`config.mk`:
```
export PLATFORM = sky130hd
export DESIGN_NAME = keypad_priority_encoder
export DESIGN_NICKNAME = d
export VERILOG_FILES = /design/src/rtl/keypad_priority_encoder.sv
export SDC_FILE = /design/constraint.sdc
export NUM_CORES = 1
export LEC_CHECK = 0
export CORE_UTILIZATION = 52
export CTS_CLUSTER_DIAMETER = 50
export DETAILED_ROUTE_END_ITERATION = 6
export HOLD_SLACK_MARGIN = 0.03
export PLACE_DENSITY = 0.85
export SYNTH_ARGS = -nofsm -noshare
export SYNTH_HDL_FRONTEND = slang
export SYNTH_SLANG_ARGS = --single-unit
```
`constraint.sdc`:
```
create_clock -name clk -period 2.5 [get_ports clk]
set_clock_uncertainty 0.05 [all_clocks]
set_input_delay 0.25 -clock clk [delete_from_list [all_inputs] [get_ports clk]]
set_output_delay 0.25 -clock clk [all_outputs]
set_load 0.005 [all_outputs]
```
`src/rtl/keypad_priority_encoder.sv`:
```
// Eight active-low key lines -> synchronised, debounced press events ->
// 74x148-style priority encode -> small code FIFO with valid/ready handshake.
module keypad_debounce_lane #(
  parameter int DEBOUNCE_CYCLES = 4
) (
  input  logic clk,
  input  logic rst,
  input  logic key_n,
  output logic db,
  output logic press
);
  localparam int CW = $clog2(DEBOUNCE_CYCLES);

  logic          s1_q, s2_q;
  logic          db_q, db_d;
  logic [CW-1:0] cnt_q, cnt_d;

  // Count resets whenever the synchronised level agrees with the debounced one.
  always_comb begin
    db_d  = db_q;
    cnt_d = '0;
    if (s2_q != db_q) begin
      if (cnt_q == CW'(DEBOUNCE_CYCLES - 1)) db_d = s2_q;
      else cnt_d = cnt_q + 1'b1;
    end
  end

  always_ff @(posedge clk or posedge rst) begin
    if (rst) begin
      s1_q  <= 1'b1;
      s2_q  <= 1'b1;
      db_q  <= 1'b1;
      cnt_q <= '0;
    end else begin
      s1_q  <= key_n;
      s2_q  <= s1_q;
      db_q  <= db_d;
      cnt_q <= cnt_d;
    end
  end

  assign db    = db_q;
  assign press = db_q & ~db_d;
endmodule

module keypad_priority_encoder #(
  parameter int DEBOUNCE_CYCLES = 4,
  parameter int FIFO_DEPTH      = 4
) (
  input  logic                          clk,
  input  logic                          rst,
  input  logic [2:0]                    enable,
  input  logic [7:0]                    keys_n,
  output logic [2:0]                    code,
  output logic                          code_valid,
  input  logic                          code_ready,
  output logic                          gs_n,
  output logic                          eo_n,
  output logic [$clog2(FIFO_DEPTH):0]   fifo_count,
  output logic                          overflow
);
  localparam int AW   = $clog2(FIFO_DEPTH);
  localparam int CNTW = AW + 1;

  logic [7:0] db, press_ev;

  for (genvar i = 0; i < 8; i++) begin : g_lane
    keypad_debounce_lane #(.DEBOUNCE_CYCLES(DEBOUNCE_CYCLES)) u_lane (
      .clk   (clk),
      .rst   (rst),
      .key_n (keys_n[i]),
      .db    (db[i]),
      .press (press_ev[i])
    );
  end

  logic                       en;
  logic [7:0]                 pending_q, pending_d;
  logic [FIFO_DEPTH-1:0][2:0] mem_q, mem_d;
  logic [AW-1:0]              wr_ptr_q, wr_ptr_d, rd_ptr_q, rd_ptr_d;
  logic [CNTW-1:0]            count_q, count_d;
  logic                       overflow_q, overflow_d;
  logic                       gs_n_q, gs_n_d, eo_n_q, eo_n_d;
  logic                       full, pop, push;
  logic [2:0]                 push_idx;
  logic [7:0]                 push_mask;

  assign en         = (enable == 3'd4);
  assign code_valid = (count_q != '0);
  assign full       = (count_q == CNTW'(FIFO_DEPTH));
  assign pop        = code_valid & code_ready;

  always_comb begin
    push_idx = '0;
    for (int i = 0; i < 8; i++)
      if (pending_q[i]) push_idx = 3'(i);
    push      = (pending_q != '0) && (!full || pop);
    push_mask = '0;
    push_mask[push_idx] = push;

    // A press on a key that is still pending is lost and flagged.
    pending_d  = en ? ((pending_q & ~push_mask) | (press_ev & ~pending_q)) : '0;
    overflow_d = overflow_q | (en && ((press_ev & pending_q) != '0));

    mem_d    = mem_q;
    wr_ptr_d = wr_ptr_q;
    rd_ptr_d = rd_ptr_q;
    if (push) begin
      mem_d[wr_ptr_q] = push_idx;
      wr_ptr_d        = wr_ptr_q + 1'b1;
    end
    if (pop) rd_ptr_d = rd_ptr_q + 1'b1;
    count_d = count_q + CNTW'(push) - CNTW'(pop);

    gs_n_d = ~(en && (db != 8'hff));
    eo_n_d = ~(en && (db == 8'hff));
  end

  always_ff @(posedge clk or posedge rst) begin
    if (rst) begin
      pending_q  <= '0;
      mem_q      <= '0;
      wr_ptr_q   <= '0;
      rd_ptr_q   <= '0;
      count_q    <= '0;
      overflow_q <= 1'b0;
      gs_n_q     <= 1'b1;
      eo_n_q     <= 1'b1;
    end else begin
      pending_q  <= pending_d;
      mem_q      <= mem_d;
      wr_ptr_q   <= wr_ptr_d;
      rd_ptr_q   <= rd_ptr_d;
      count_q    <= count_d;
      overflow_q <= overflow_d;
      gs_n_q     <= gs_n_d;
      eo_n_q     <= eo_n_d;
    end
  end

  assign code       = mem_q[rd_ptr_q];
  assign fifo_count = count_q;
  assign overflow   = overflow_q;
  assign gs_n       = gs_n_q;
  assign eo_n       = eo_n_q;
endmodule

```
* After elaboration in Yosys (flattened, before gate mapping) *
Index checks and enable logic that the tools add are counted.

storage, ports and cells
  flip-flop bits (word level) = 70
  input bits = 14
  logic and storage cells = 165

cells by class
  add/subtract/negate cells = 12
  order comparisons = 5
  equality and inequality tests = 20
  multiplexer cells = 47
  bitwise operators = 27
  reduce and logical (&&, ||, !) cells = 11

operator list
  cell                   count
  $and A8 B8 Y8          4
  $mux W2                16
  $mux W3                8
  $add A2 B1 Y2 const B  10
  $mux W1                18
  $eq A2 B2 Y1 const B   8
  $not A8 Y8             2
  $reduce_bool A8 Y1     2
  $bwmux W12             1
  $not A1 Y1             10
  $and A1 B1 Y1          9
  $eq A8 B8 Y1 const B   1
  $mux W8                1
  $ne A1 B1 Y1           8
  $ne A8 B8 Y1 const B   1
  $or A8 B8 Y8           1
  $bmux W3 S2            1
  $demux W3 S2           1
  $eq A3 B3 Y1 const B   2
  $logic_and A1 B1 Y1    6
  $lt A2 B3 Y1 const B   2
  $lt A3 B4 Y1 const B   1
  $add A3 B1 Y3          1
  $demux W1 S3           1
  other kinds (7)        7

* Logic depth before layout (Yosys ltp) *
  word-level depth = 16
  gate-level depth with buffers = 10
  depth with buffers taken out = 9

* Hierarchy *
Synthesis repeated with hierarchy kept, for this count alone.

unflattened totals
  cells, all modules = 228
  area total of the unflattened synthesis = 3108.0 um^2

by module, submodules not included
  module                   instances  cells each  area each (um^2)  seq. area each (um^2)
  keypad_priority_encoder  1          132         1576.5            753.2
  keypad_debounce_lane     8          12          191.4             128.9

* Least setup slack after synthesis *
OpenSTA, ideal clock, no wires.

  path kind = reg2reg
  start point = register pending_q[5]
  end point = register count_q[2] (netlist: fifo_count[2])
  setup time = 124 ps
  arrival time = 2326 ps
  required time = 2326 ps
  slack = 0 ps
  cell stages (with the launch flop) = 11
  clock period less this slack = 2500 ps
  cell sequence = dfrtp_1 buf_6 or4_4 o21ai_4 ha_1 inv_1 ha_1 inv_1 fa_1 xnor2_1 xnor2_1

between the ends
  word-level cells in the longest chain between the ends = 4

ends and longest elaborated chain
  what                    line  RTL
  from (decl)             78    logic [7:0] pending_q, pending_d;
  from (signal assigned)  130   pending_q <= pending_d;
  $reduce_bool A8 Y1      97    push = (pending_q != '0) && (!full || pop);
  $logic_and A1 B1 Y1     97
  $add A3 B1 Y3           113   count_d = count_q + CNTW'(push) - CNTW'(pop);
  $sub A3 B1 Y3           113
  via count_d[2]          81    logic [CNTW-1:0] count_q, count_d;
  to (signal assigned)    134   count_q <= count_d;
  to (decl)               81

The timed path passes the listed nets, and every way through them passes these cells.
A chain may end at the register's enable or synchronous reset.

* Worst setup path after layout *
  start point = register pending_q[2]
  end point = register count_q[2] (netlist: fifo_count[2])

Same word-level chain as after synthesis.

==> results.sh <==
export IMPL_outcome="finished clean"
export IMPL_min_period_ns=2.388
export IMPL_vias=1883
export IMPL_ys_ff_latch=70
export IMPL_ff2ff_setup_slack_ns=0.11
export IMPL_synth_commonest_cells="dfrtp_1, dfstp_2, ha_1, nand2_1, inv_1"
export IMPL_hold_path_class="in2async"
export IMPL_antenna_found_initial=0
export IMPL_dieWidth_um=78.09
export IMPL_ys_async_sr_fraction=1.000
export IMPL_synth_top_area_frac=0.3658
export IMPL_gp_congestion=0.7431
export IMPL_core_um2=5540
export IMPL_postSynthCellCount=230
export IMPL_synth_edf_count=0
export IMPL_grt_pass1_vias=1891
export IMPL_avgRoutedWirePerCell_um=14.22
export IMPL_critPathCaptureType="flop"
export IMPL_yosysTopAreaCell="dfrtp_1"
export IMPL_h_tree_depth=3
export IMPL_track_usage=0.1922
export IMPL_report_power_total_uw=3328
export IMPL_clock_path_buffers=2
export IMPL_ys_seq_area_frac=0.5927
export IMPL_synth_flop_cell="dfrtp_1"
export IMPL_netlist_top_cells_area="dfrtp_1, dfstp_2, ha_1, xnor2_1, mux2_2"
export IMPL_r2r_end="fifo_count[2]"
export IMPL_grt_max_degree=71
export IMPL_first_iter_violations=83
export IMPL_initial_core_util=0.5434
export IMPL_grt_pass1_wl_mm=8.590
export IMPL_clkTransAtPathRegs_ns=0.07
export IMPL_drv_slew=0
export IMPL_worst_pin_slew_ns=0.3751
export IMPL_clock_sinks=70
export IMPL_rows=27
export IMPL_p_leak_uw=0.001571
export IMPL_maxSlewHeadroom=0.7482
export IMPL_rsz0062_at_grt="false"
export IMPL_diodes=0
export IMPL_remaining_drc_errors=0
export IMPL_reg2reg_from="pending_q[2]"
export IMPL_die_y_um=78.09
export IMPL_insertion_delay_ns=0.34
export IMPL_cp_required_ns=2.71
export IMPL_drive_gt1_frac=0.2993
export IMPL_fin_nets=308
export IMPL_dr_pass1_iters=4
export IMPL_peakVddDrop_uv=637.2
export IMPL_drv_cap=0
export IMPL_drt_total_wl_mm=5.063
export IMPL_vias_per_cell=5.289
export IMPL_cts_tree="built"
export IMPL_syn_area_um2=3010
export IMPL_p_per_area_nw_per_um2=914.4
export IMPL_synth_cell_type_count=40
export IMPL_detailed_place_hpwl_mm=3.510
export IMPL_setup_worst_path_class="reg2reg"
export IMPL_setup_viol=0
export IMPL_cts_root_buf="clkbuf_8"
export IMPL_reg2reg_depth=9
export IMPL_numCtsBuffers=9
export IMPL_dieArea_um2=6097
export IMPL_syn_nets=259
export IMPL_start_kind="flop"
export IMPL_io_pins=24
export IMPL_fin_crit_sh=0.9551
export IMPL_post_synth_top_count_cell="dfrtp_1"
export IMPL_finalNonFillerCells=356
export IMPL_io_buffers=23
export IMPL_place_inst=334
export IMPL_hold_viol=0
export IMPL_crit_fanout=4
export IMPL_grt_overflow_total=0
export IMPL_postSynthAreaPerCell_um2=13.09
export IMPL_antenna_left=0
export IMPL_yosys_warnings=0
export IMPL_syn_to_final_growth_pct=20.91
export IMPL_crit_arrival_ns=2.60
export IMPL_fmax_mhz=418.8
final cells by class:
class / instances / area (um^2)
flip-flops and latches: 70 / 1784
clock inverters: 1 / 5.005
fillers: 449 / 1901
inverters: 13 / 48.80
clock buffers: 15 / 176.4
repair buffers: 43 / 392.9
multi-input cells: 142 / 1142
well taps: 72 / 90.09
metrics by stage:
step                      setup WS [ns]   TNS, ns  utilization  cell area (um^2)  hold slack, ns
final                            0.1122         0       0.6570              3640          0.2245
after global routing           0.004832         0       0.6570              3640          0.2458
after CTS                       0.05357         0       0.6484              3592          0.2427
after detailed placement        -0.1043   -0.1043       0.6156              3411          0.2969
after global placement         -0.06949  -0.06949       0.6156              3411          0.2958
after floorplan               0.0002038         0            -              3010          0.2045
per-layer routing:
layer  routed length [um]  global-route usage
met5                    0                   0
met4                  125              0.1315
met3                  184             0.05116
met2                 2446              0.3061
met1                 2307              0.2278
sequential cells by signal, indices dropped and copies added, names as in the netlist:
signal,cells
fifo_count,3
wr_ptr_q,2
mem_q,12
gs_n,1
rd_ptr_q,2
eo_n,1
g_lane.u_lane.s1_q,8
overflow,1
g_lane.u_lane.s2_q,8
g_lane.u_lane.db,8
g_lane.u_lane.cnt_q,16
pending_q,8
logic make-up after synthesis:
group	count (synthesis)	synth area share
XOR/XNOR	13	0.03782
AO/OA/AOI/OAI	36	0.08729
flip-flops	70	0.5927
AND/OR/NAND/NOR	66	0.1313
buffers and inverters	18	0.02868
adder cells (fa/ha/maj)	15	0.06484
multiplexers	12	0.05735
where the power goes:
part | internal (uW) | leakage (uW) | total (uW) | switching [uW]
Clock | 442 | 0.0000937 | 826 | 384
Sequential | 1450 | 0.000853 | 1690 | 240
Combinational | 480 | 0.000625 | 812 | 332
Total | 2370 | 0.00157 | 3330 | 957
layout by cell type, fill, tap and decap left out, types with 3 or more instances in the layout:
cell type,synthesis,layout
dfrtp_1,44,44
dfstp_2,26,26
clkdlybuf4s50_1,0,23
buf_4,1,19
nand2_1,14,14
ha_1,14,14
o21ai_0,12,12
inv_1,13,12
xnor2_1,12,12
clkbuf_8,0,12
nor2_1,9,9
nor2b_1,9,9
nor3_1,9,9
mux2_2,8,8
nand4b_1,8,8
a31oi_1,6,6
o211ai_2,4,4
a211oi_1,4,4
nand4_1,4,4
mux4_2,3,3
clkbuf_1,2,3
what timing repair did:
| item | CTS | global route |
|---|---|---|
| gates resized for setup | 0 | 1 |
| setup buffers | 0 | 6 |
| endpoints found under the setup margin | 0 | 1 |
| hold buffers | 0 | 0 |
worst max path at each step:
stage / start / to / slack, ns
global placement: code_ready / fifo_count[2] / -0.07
CTS: pending_q[4] / fifo_count[2] / 0.05
finish: pending_q[2] / fifo_count[2] / 0.11
global route: pending_q[2] / fifo_count[2] / 0.005
floorplan: pending_q[5] / fifo_count[2] / 0.0002
detailed placement: code_ready / fifo_count[2] / -0.10
worst max-delay path: stages (launching register included):
cell	delay, ns
dfrtp_1	0.38
or4_4	0.59
o21ai_4	0.17
ha_1	0.24
inv_1	0.05
ha_1	0.13
inv_1	0.05
fa_2	0.33
xnor2_1	0.19
xnor2_1	0.13
Note: power is estimated with default switching activity, not from simulation.
